[config.mk]
export PLATFORM = sky130hd
export DESIGN_NAME = fetch_unit
export DESIGN_NICKNAME = d
export VERILOG_FILES = /design/src/rtl/fetch_unit_pkg.sv /design/src/rtl/fetch_jal_predecode.sv /design/src/rtl/fetch_unit.sv
export SDC_FILE = /design/constraint.sdc
export NUM_CORES = 1
export LEC_CHECK = 0
export ABC_AREA = 0
export ABC_CLOCK_PERIOD_IN_PS = 3200
export BUFFER_PORTS_ARGS = -buffer_cell sky130_fd_sc_hd__buf_2
export CAP_MARGIN = 25
export CORE_ASPECT_RATIO = 0.75
export CORE_MARGIN = 3
export CORE_UTILIZATION = 49
export CTS_BUF_LIST = sky130_fd_sc_hd__clkbuf_4
export CTS_CLUSTER_SIZE = 24
export DETAILED_ROUTE_END_ITERATION = 7
export PLACE_DENSITY = 0.83
export SLEW_MARGIN = 20
export SYNTH_ARGS = -nofsm -noshare
export SYNTH_HDL_FRONTEND = slang
export SYNTH_HIERARCHICAL = 1
export SYNTH_SLANG_ARGS = --single-unit
[constraint.sdc]
create_clock -name clk_i -period 3.2 [get_ports clk_i]
set_clock_uncertainty 0.15 [all_clocks]
set_input_delay 0.32 -clock clk_i [delete_from_list [all_inputs] [get_ports clk_i]]
set_output_delay 0.32 -clock clk_i [all_outputs]
set_load 0.01 [all_outputs]
[src/rtl/fetch_unit_pkg.sv]
// fetch_defs: shared definitions for the instruction fetch unit
// Provides the fetch FSM state encoding, privilege level constants,
// the JAL opcode and the J-type immediate extraction helper.
package fetch_defs;

    typedef enum logic [1:0] {
        ST_IDLE,
        ST_REQ,
        ST_WAIT,
        ST_DROP
    } fetch_state_t;

    localparam logic [1:0] PRIV_USER    = 2'b00;
    localparam logic [1:0] PRIV_SUPER   = 2'b01;
    localparam logic [1:0] PRIV_MACHINE = 2'b11;

    localparam logic [6:0] OPC_JAL = 7'b1101111;

    // J-type immediate: imm[20|10:1|11|19:12] lives in inst[31|30:21|20|19:12]
    function automatic logic [31:0] j_imm(input logic [31:0] inst);
        return {{12{inst[31]}}, inst[19:12], inst[20], inst[30:21], 1'b0};
    endfunction

endpackage

[src/rtl/fetch_jal_predecode.sv]
// fetch_jal_predecode: finds the first JAL in a fetched instruction pair
// Ports:
//   pair_i   [63:0]  instruction pair, [31:0] at the aligned address, [63:32] at +4
//   pc_i     [31:2]  word address of the first valid slot (bit 2 set => slot 0 skipped)
//   taken_o  [1:0]   one-hot slot holding the first JAL, 0 when none
//   target_o [31:0]  slot PC + J-immediate of that JAL (don't care when taken_o is 0)
module fetch_jal_predecode
    import fetch_defs::*;
(
    input  logic [63:0] pair_i,
    input  logic [31:2] pc_i,
    output logic [1:0]  taken_o,
    output logic [31:0] target_o
);

    logic [31:0] w_base;
    logic        w_jal0;
    logic        w_jal1;

    assign w_base  = {pc_i[31:3], 3'b000};
    assign w_jal0  = !pc_i[2] && (pair_i[6:0] == OPC_JAL);
    // slot 1 only wins when slot 0 is skipped or not a JAL
    assign w_jal1  = !w_jal0 && (pair_i[38:32] == OPC_JAL);
    assign taken_o = {w_jal1, w_jal0};
    assign target_o = w_jal0 ? w_base + j_imm(pair_i[31:0])
                             : w_base + 32'd4 + j_imm(pair_i[63:32]);

endmodule

[src/rtl/fetch_unit.sv]
// fetch_unit: PC owner issuing 64-bit aligned pair reads and registering them for decode
// Optional feature: define FETCH_JAL_PREDICT_EN to pre-decode captured pairs and
// follow the first JAL in the pair instead of fetching sequentially.
// Ports:
//   clk_i, rst_i                  clock, synchronous active-high reset
//   branch_request_i/pc_i/priv_i  back-end redirect (highest priority)
//   icache_rd_o/pc_o/priv_o       request to the instruction cache, held until accepted
//   icache_accept_i               cache took the request this cycle
//   icache_valid_i/inst_i         response and instruction pair
//   icache_error_i/page_fault_i   response fault flags
//   fetch_valid_o .. fault_page_o registered pair towards decode
//   fetch_accept_i                decode consumed the pair this cycle
module fetch_unit
    import fetch_defs::*;
#(
    parameter logic [31:0] BOOT_VECTOR = 32'h80000000,
    parameter logic [1:0]  BOOT_PRIV   = PRIV_MACHINE
) (
    input  logic        clk_i,
    input  logic        rst_i,
    input  logic        branch_request_i,
    input  logic [31:0] branch_pc_i,
    input  logic [1:0]  branch_priv_i,
    output logic        icache_rd_o,
    output logic [31:0] icache_pc_o,
    output logic [1:0]  icache_priv_o,
    input  logic        icache_accept_i,
    input  logic        icache_valid_i,
    input  logic [63:0] icache_inst_i,
    input  logic        icache_error_i,
    input  logic        icache_page_fault_i,
    output logic        fetch_valid_o,
    output logic [63:0] fetch_instr_o,
    output logic [31:0] fetch_pc_o,
    output logic [1:0]  fetch_pred_branch_o,
    output logic        fetch_fault_fetch_o,
    output logic        fetch_fault_page_o,
    input  logic        fetch_accept_i
);

    fetch_state_t r_state;
    logic         r_rd;
    logic [31:0]  r_pc;
    logic [1:0]   r_priv;
    logic         r_stall;
    logic         r_valid;
    logic [63:0]  r_instr;
    logic [31:0]  r_fpc;
    logic [1:0]   r_pred;
    logic         r_ff;
    logic         r_fp;

    logic         w_fault;
    logic         w_out_free;
    logic [1:0]   w_taken;
    logic [31:0]  w_target;
    logic [31:0]  w_seq;
    logic [31:0]  w_next;

    assign w_fault    = icache_error_i | icache_page_fault_i;
    assign w_out_free = !r_valid || fetch_accept_i;
    assign w_seq      = {r_pc[31:3] + 29'd1, 3'b000};

`ifdef FETCH_JAL_PREDICT_EN
    fetch_jal_predecode u_predecode (
        .pair_i   (icache_inst_i),
        .pc_i     (r_pc[31:2]),
        .taken_o  (w_taken),
        .target_o (w_target)
    );
`else
    assign w_taken  = 2'b00;
    assign w_target = w_seq;
`endif

    assign w_next = (!w_fault && |w_taken) ? w_target : w_seq;

    always_ff @(posedge clk_i) begin
        if (rst_i) begin
            r_state <= ST_IDLE;
            r_rd    <= 1'b0;
            r_pc    <= BOOT_VECTOR;
            r_priv  <= BOOT_PRIV;
            r_stall <= 1'b0;
            r_valid <= 1'b0;
            r_instr <= '0;
            r_fpc   <= '0;
            r_pred  <= 2'b00;
            r_ff    <= 1'b0;
            r_fp    <= 1'b0;
        end else if (branch_request_i) begin
            r_pc    <= branch_pc_i & ~32'd3;
            r_priv  <= branch_priv_i;
            r_stall <= 1'b0;
            r_valid <= 1'b0;
            r_rd    <= 1'b0;
            // a response landing in this cycle is simply discarded and closes the
            // outstanding request, so only a still-pending request needs DROP
            r_state <= (((r_state == ST_WAIT) || (r_state == ST_DROP)) && !icache_valid_i) ||
                       ((r_state == ST_REQ) && icache_accept_i) ? ST_DROP : ST_IDLE;
        end else begin
            if (fetch_accept_i)
                r_valid <= 1'b0;
            case (r_state)
                ST_IDLE: begin
                    if (!r_stall && w_out_free) begin
                        r_state <= ST_REQ;
                        r_rd    <= 1'b1;
                    end
                end
                ST_REQ: begin
                    if (icache_accept_i) begin
                        r_state <= ST_WAIT;
                        r_rd    <= 1'b0;
                    end
                end
                ST_WAIT: begin
                    if (icache_valid_i) begin
                        r_state <= ST_IDLE;
                        r_valid <= 1'b1;
                        r_fpc   <= r_pc;
                        r_instr <= w_fault ? '0 : icache_inst_i;
                        r_pred  <= w_fault ? 2'b00 : w_taken;
                        r_ff    <= icache_error_i;
                        r_fp    <= icache_page_fault_i;
                        r_stall <= w_fault;
                        r_pc    <= w_next;
                    end
                end
                ST_DROP: begin
                    if (icache_valid_i)
                        r_state <= ST_IDLE;
                end
                default: r_state <= ST_IDLE;
            endcase
        end
    end

    assign icache_rd_o         = r_rd;
    assign icache_pc_o         = {r_pc[31:3], 3'b000};
    assign icache_priv_o       = r_priv;
    assign fetch_valid_o       = r_valid;
    assign fetch_instr_o       = r_instr;
    assign fetch_pc_o          = r_fpc;
    assign fetch_pred_branch_o = r_pred;
    assign fetch_fault_fetch_o = r_ff;
    assign fetch_fault_page_o  = r_fp;

endmodule

==> summary.md <==
| Metric | Value |
|---|---|
| Setup TNS Final | 0 ps |
| GRT overflow | 0 |
| Final antenna-violating net count | 0 |
| Comb power frac | between 10% and 20% |
| Cell Pwr Density | around 440 mW/mm^2 |
| Die X-Extent | ~130 um |
| Overall Global Routing Usage | between 20% and 30% |
| Post-detailed-route wirelength per cell | between 15 and 20 um |
| Pleak | approximately 3.4 nW |
| Status | finished, final reports clean |
| Worst-path clk slew | roughly 120 ps |
| DRT iter0 DRCs | 544 |
| Largest stage delay on the critical path | around 800 ps |
| Vias in the first global route | between 5k and 6k |
| Crit-path max FO | 16 |
| Num rows | 33 |
| Dominant synthesized flop cell | dfxtp_1 |
| Worst vdd ir | roughly 0.00037 V |
| Largest net degree at the start of global routing | 78 |
| Crit path required time | 3460 ps |
| Detail Placement HPWL | 11.2 mm |
| Cells after Synth | between 600 and 700 |
| Top cells by area, synth | dfxtp_1 47%, nand2_1 8.9%, a21oi_1 8.6% |
| F_max | 0.363 GHz |
| Setup Viol. Count Final | 0 |
| Grt met2 use | a little under half |
| R2r worst-path depth | 4 |
| Unrepaired setup endpoints after global routing | no |
| Core area | between 0.01 and 0.015 sq mm |
| Switch share | around a quarter |
| Hold Vio Cnt, Final | 0 |
| Yosys top cell by area | dfxtp_1 |
| First-pass GRT wire length | between 30 and 40 mm |
| Slew @ Worst Pin | about 740 ps |
| Relative slew slack | roughly 50% |
| GRT busiest layer | met2 |
| Pint | around 2.7 mW |
| Antenna cell count | 0 |
| Postcts setup bufs | 0 |
| I/O pin count | around 240 |
| Critical Path End Type | flip-flop |
| Most frequent cells after synthesis | 135 x nand2_1, 133 x dfxtp_1, 97 x a21oi_1 |
| NetSw | around 860 uW |
| CTS tree | yes |
| Critical path's top delay family | simple AND/OR/NAND/NOR gates |
| Max-capacitance violation count | 0 |
| GR Util met1 | a little over a third |
| Crit-path cells | nand4_2 -> or4_1 -> or4_1 -> a311oi_1 |
| Worst hold slack | slightly above 70 ps |
| Crit path launch type | flip-flop |
| Worst Setup Path Type | reg2reg |
| HP Class | in2reg |
| Met3 usage | around 7.1% |
| Mapped Avg Cell Area | between 8 and 9 sq um |
| Most used cell, CP | or4_1 |
| Cell depth of the worst setup path | 4 |
| Post-CTS Hold Buffers | 100 |
| Count leader, synth | nand2_1 |
| Register share of total power | ~49% |
| Synth Register Bits | between 100 and 150 |
| Die area | 0.0129 sq mm |
| Tot Pwr | between 3 and 4 mW |
| Area share of the largest cell type after synthesis | 47.0% |
| Initial core utilization | roughly 51% |
| WL final | around 19 mm |
| CTS Buf Count | 17 |
| Number of synthesized flops with an enable pin | 0 |
| Minimum clock period | 2750 ps |
| Multi-input gate area | approximately 0.0025 sq mm |
| Via density | roughly 5.6 |
| Clk sinks | about 130 |
| Unique masters post-synth | 50 |
| Critical Path AT | ~3000 ps |
| Worst skew pair latency | ~510 ps |
| Fraction of layout cells with a size suffix above 1 | between 20% and 30% |
| Sequential fraction of the synthesis area | 47.0% |
| Slew Limit Fails | 0 |
| Layout overhead on the synthesized area | 41.6% |
| Vias post-DR | 6261 |
| Mapped cell area | 0.00567 sq mm |
| Clk buf depth | 2 |
| H-tree levels | 4 |
| Clk network pwr share | between 40 and 50% |
| # resized after CTS | 0 |
| Yosys Warn Count | 6 |
| WP buf/inv | 0 |
| DRC | 0 |
| Period utilisation layout | between 80% and 90% |
| Fin nets | between 1k and 1.5k |
| Final Wtd Congestion | just over 0.8 |
| Port bufs | approximately 230 |
| Register area | 0.00266 sq mm |
| Clk root buf | clkbuf_4 |
| Die Ht | 99.1 um |
| Initial antenna violation count | 0 |
| Critical-path top delay cell | or4_1 |
| Hold path depth | 4 |
| Async set-reset flop share out of synthesis | 0% |
| # fillers | slightly above 800 |
| Router iterations before antenna repair | 6 |
## worst min-delay path, stage by stage
cell and delay, ps:
buf_2 100, nand2_1 80, or2_2 130, a21oi_1 60
## worst paths after layout
kind	startpoint	to	slack [ps]
setup / recovery	r_pc[6]	r_pc[21]	450
hold / removal	icache_accept_i	r_state[1]	70
setup reg to reg	r_pc[6]	r_pc[21]	450
hold reg to reg	fetch_instr_o[27]	fetch_instr_o[27]	310
## placed cells by master, fill, tap and decap left out, types with 3 or more instances in the layout
| master | count |
|---|---|
| buf_2 | 231 |
| nand2_1 | 135 |
| dfxtp_1 | 133 |
| dlygate4sd3_1 | 100 |
| a21oi_1 | 97 |
| nand3_1 | 71 |
| nor2_1 | 21 |
| clkbuf_4 | 19 |
| a211oi_1 | 13 |
| inv_1 | 12 |
| a311oi_1 | 12 |
| nor4_1 | 11 |
| or4_1 | 10 |
| nor3_1 | 9 |
| nand4_1 | 7 |
| o31ai_1 | 7 |
| conb_1 | 7 |
| buf_4 | 7 |
| a22o_1 | 6 |
| bufinv_16 | 6 |
| xnor2_1 | 5 |
| a2111oi_0 | 5 |
| or3_1 | 5 |
| o21ai_0 | 5 |
| and4_1 | 4 |
| nor2b_1 | 3 |
| nand2b_1 | 3 |
| xor2_1 | 3 |
| clkinv_4 | 3 |
## metal layers
metal,routed length (um),up-vias
met5,0,-
met3,1640,74
met2,9190,361
met1,7440,2864
li1,-,2962
met4,714,0
## metrics by stage
stage	std cells	instance area, sq um	setup slack, ps	util [%]
final	1127	8030	445	72.3
after global routing	1127	8030	274	72.3
after CTS	1126	8020	512	72.2
after detailed placement	994	6650	537	59.9
after global placement	994	6650	659	59.9
after floorplan	705	5690	881	-
## area by class of cell
| cell class | instances | area share, % |
|---|---|---|
| multi-input combinational | 469 | 31.4 |
| inverter | 12 | 0.561 |
| sequential | 133 | 33.2 |
| clock buffer | 19 | 1.78 |
| tap | 140 | 2.18 |
| clock inverter | 13 | 2.85 |
| timing repair buffer | 341 | 28.1 |
## cell families (layout without fill, tap and decap cells)
group,Yosys count,after routing,synth area share (%)
xor gates and xnor gates,8,8,1.24
buffers and inverters,103,385,9.38
muxes,1,1,0.177
adders and majority gates,1,1,0.221
and+or+nand+nor,298,298,25.4
AOI/OAI and AO/OA,154,154,16.6
other,1,7,0.0662
DFF,133,133,47.0
## power groups by stage
stage,logic [mW],registers (mW),clock network (mW)
after detailed placement,0.261,1.78,0
after floorplan,0.179,1.77,0
after global placement,0.259,1.78,0
after CTS,0.358,1.74,1.44
after global routing,0.399,1.75,1.51
final,0.369,1.75,1.42
## flip-flops by register name, summed over array words and instances (netlist names)
name and count:
icache_priv_o 2, r_state 2, fetch_pc_o 30, r_pc 30, fetch_valid_o 1, fetch_fault_page_o 1
r_stall 1, icache_rd_o 1, fetch_fault_fetch_o 1, fetch_instr_o 64
(Power assumes the default switching activity.)
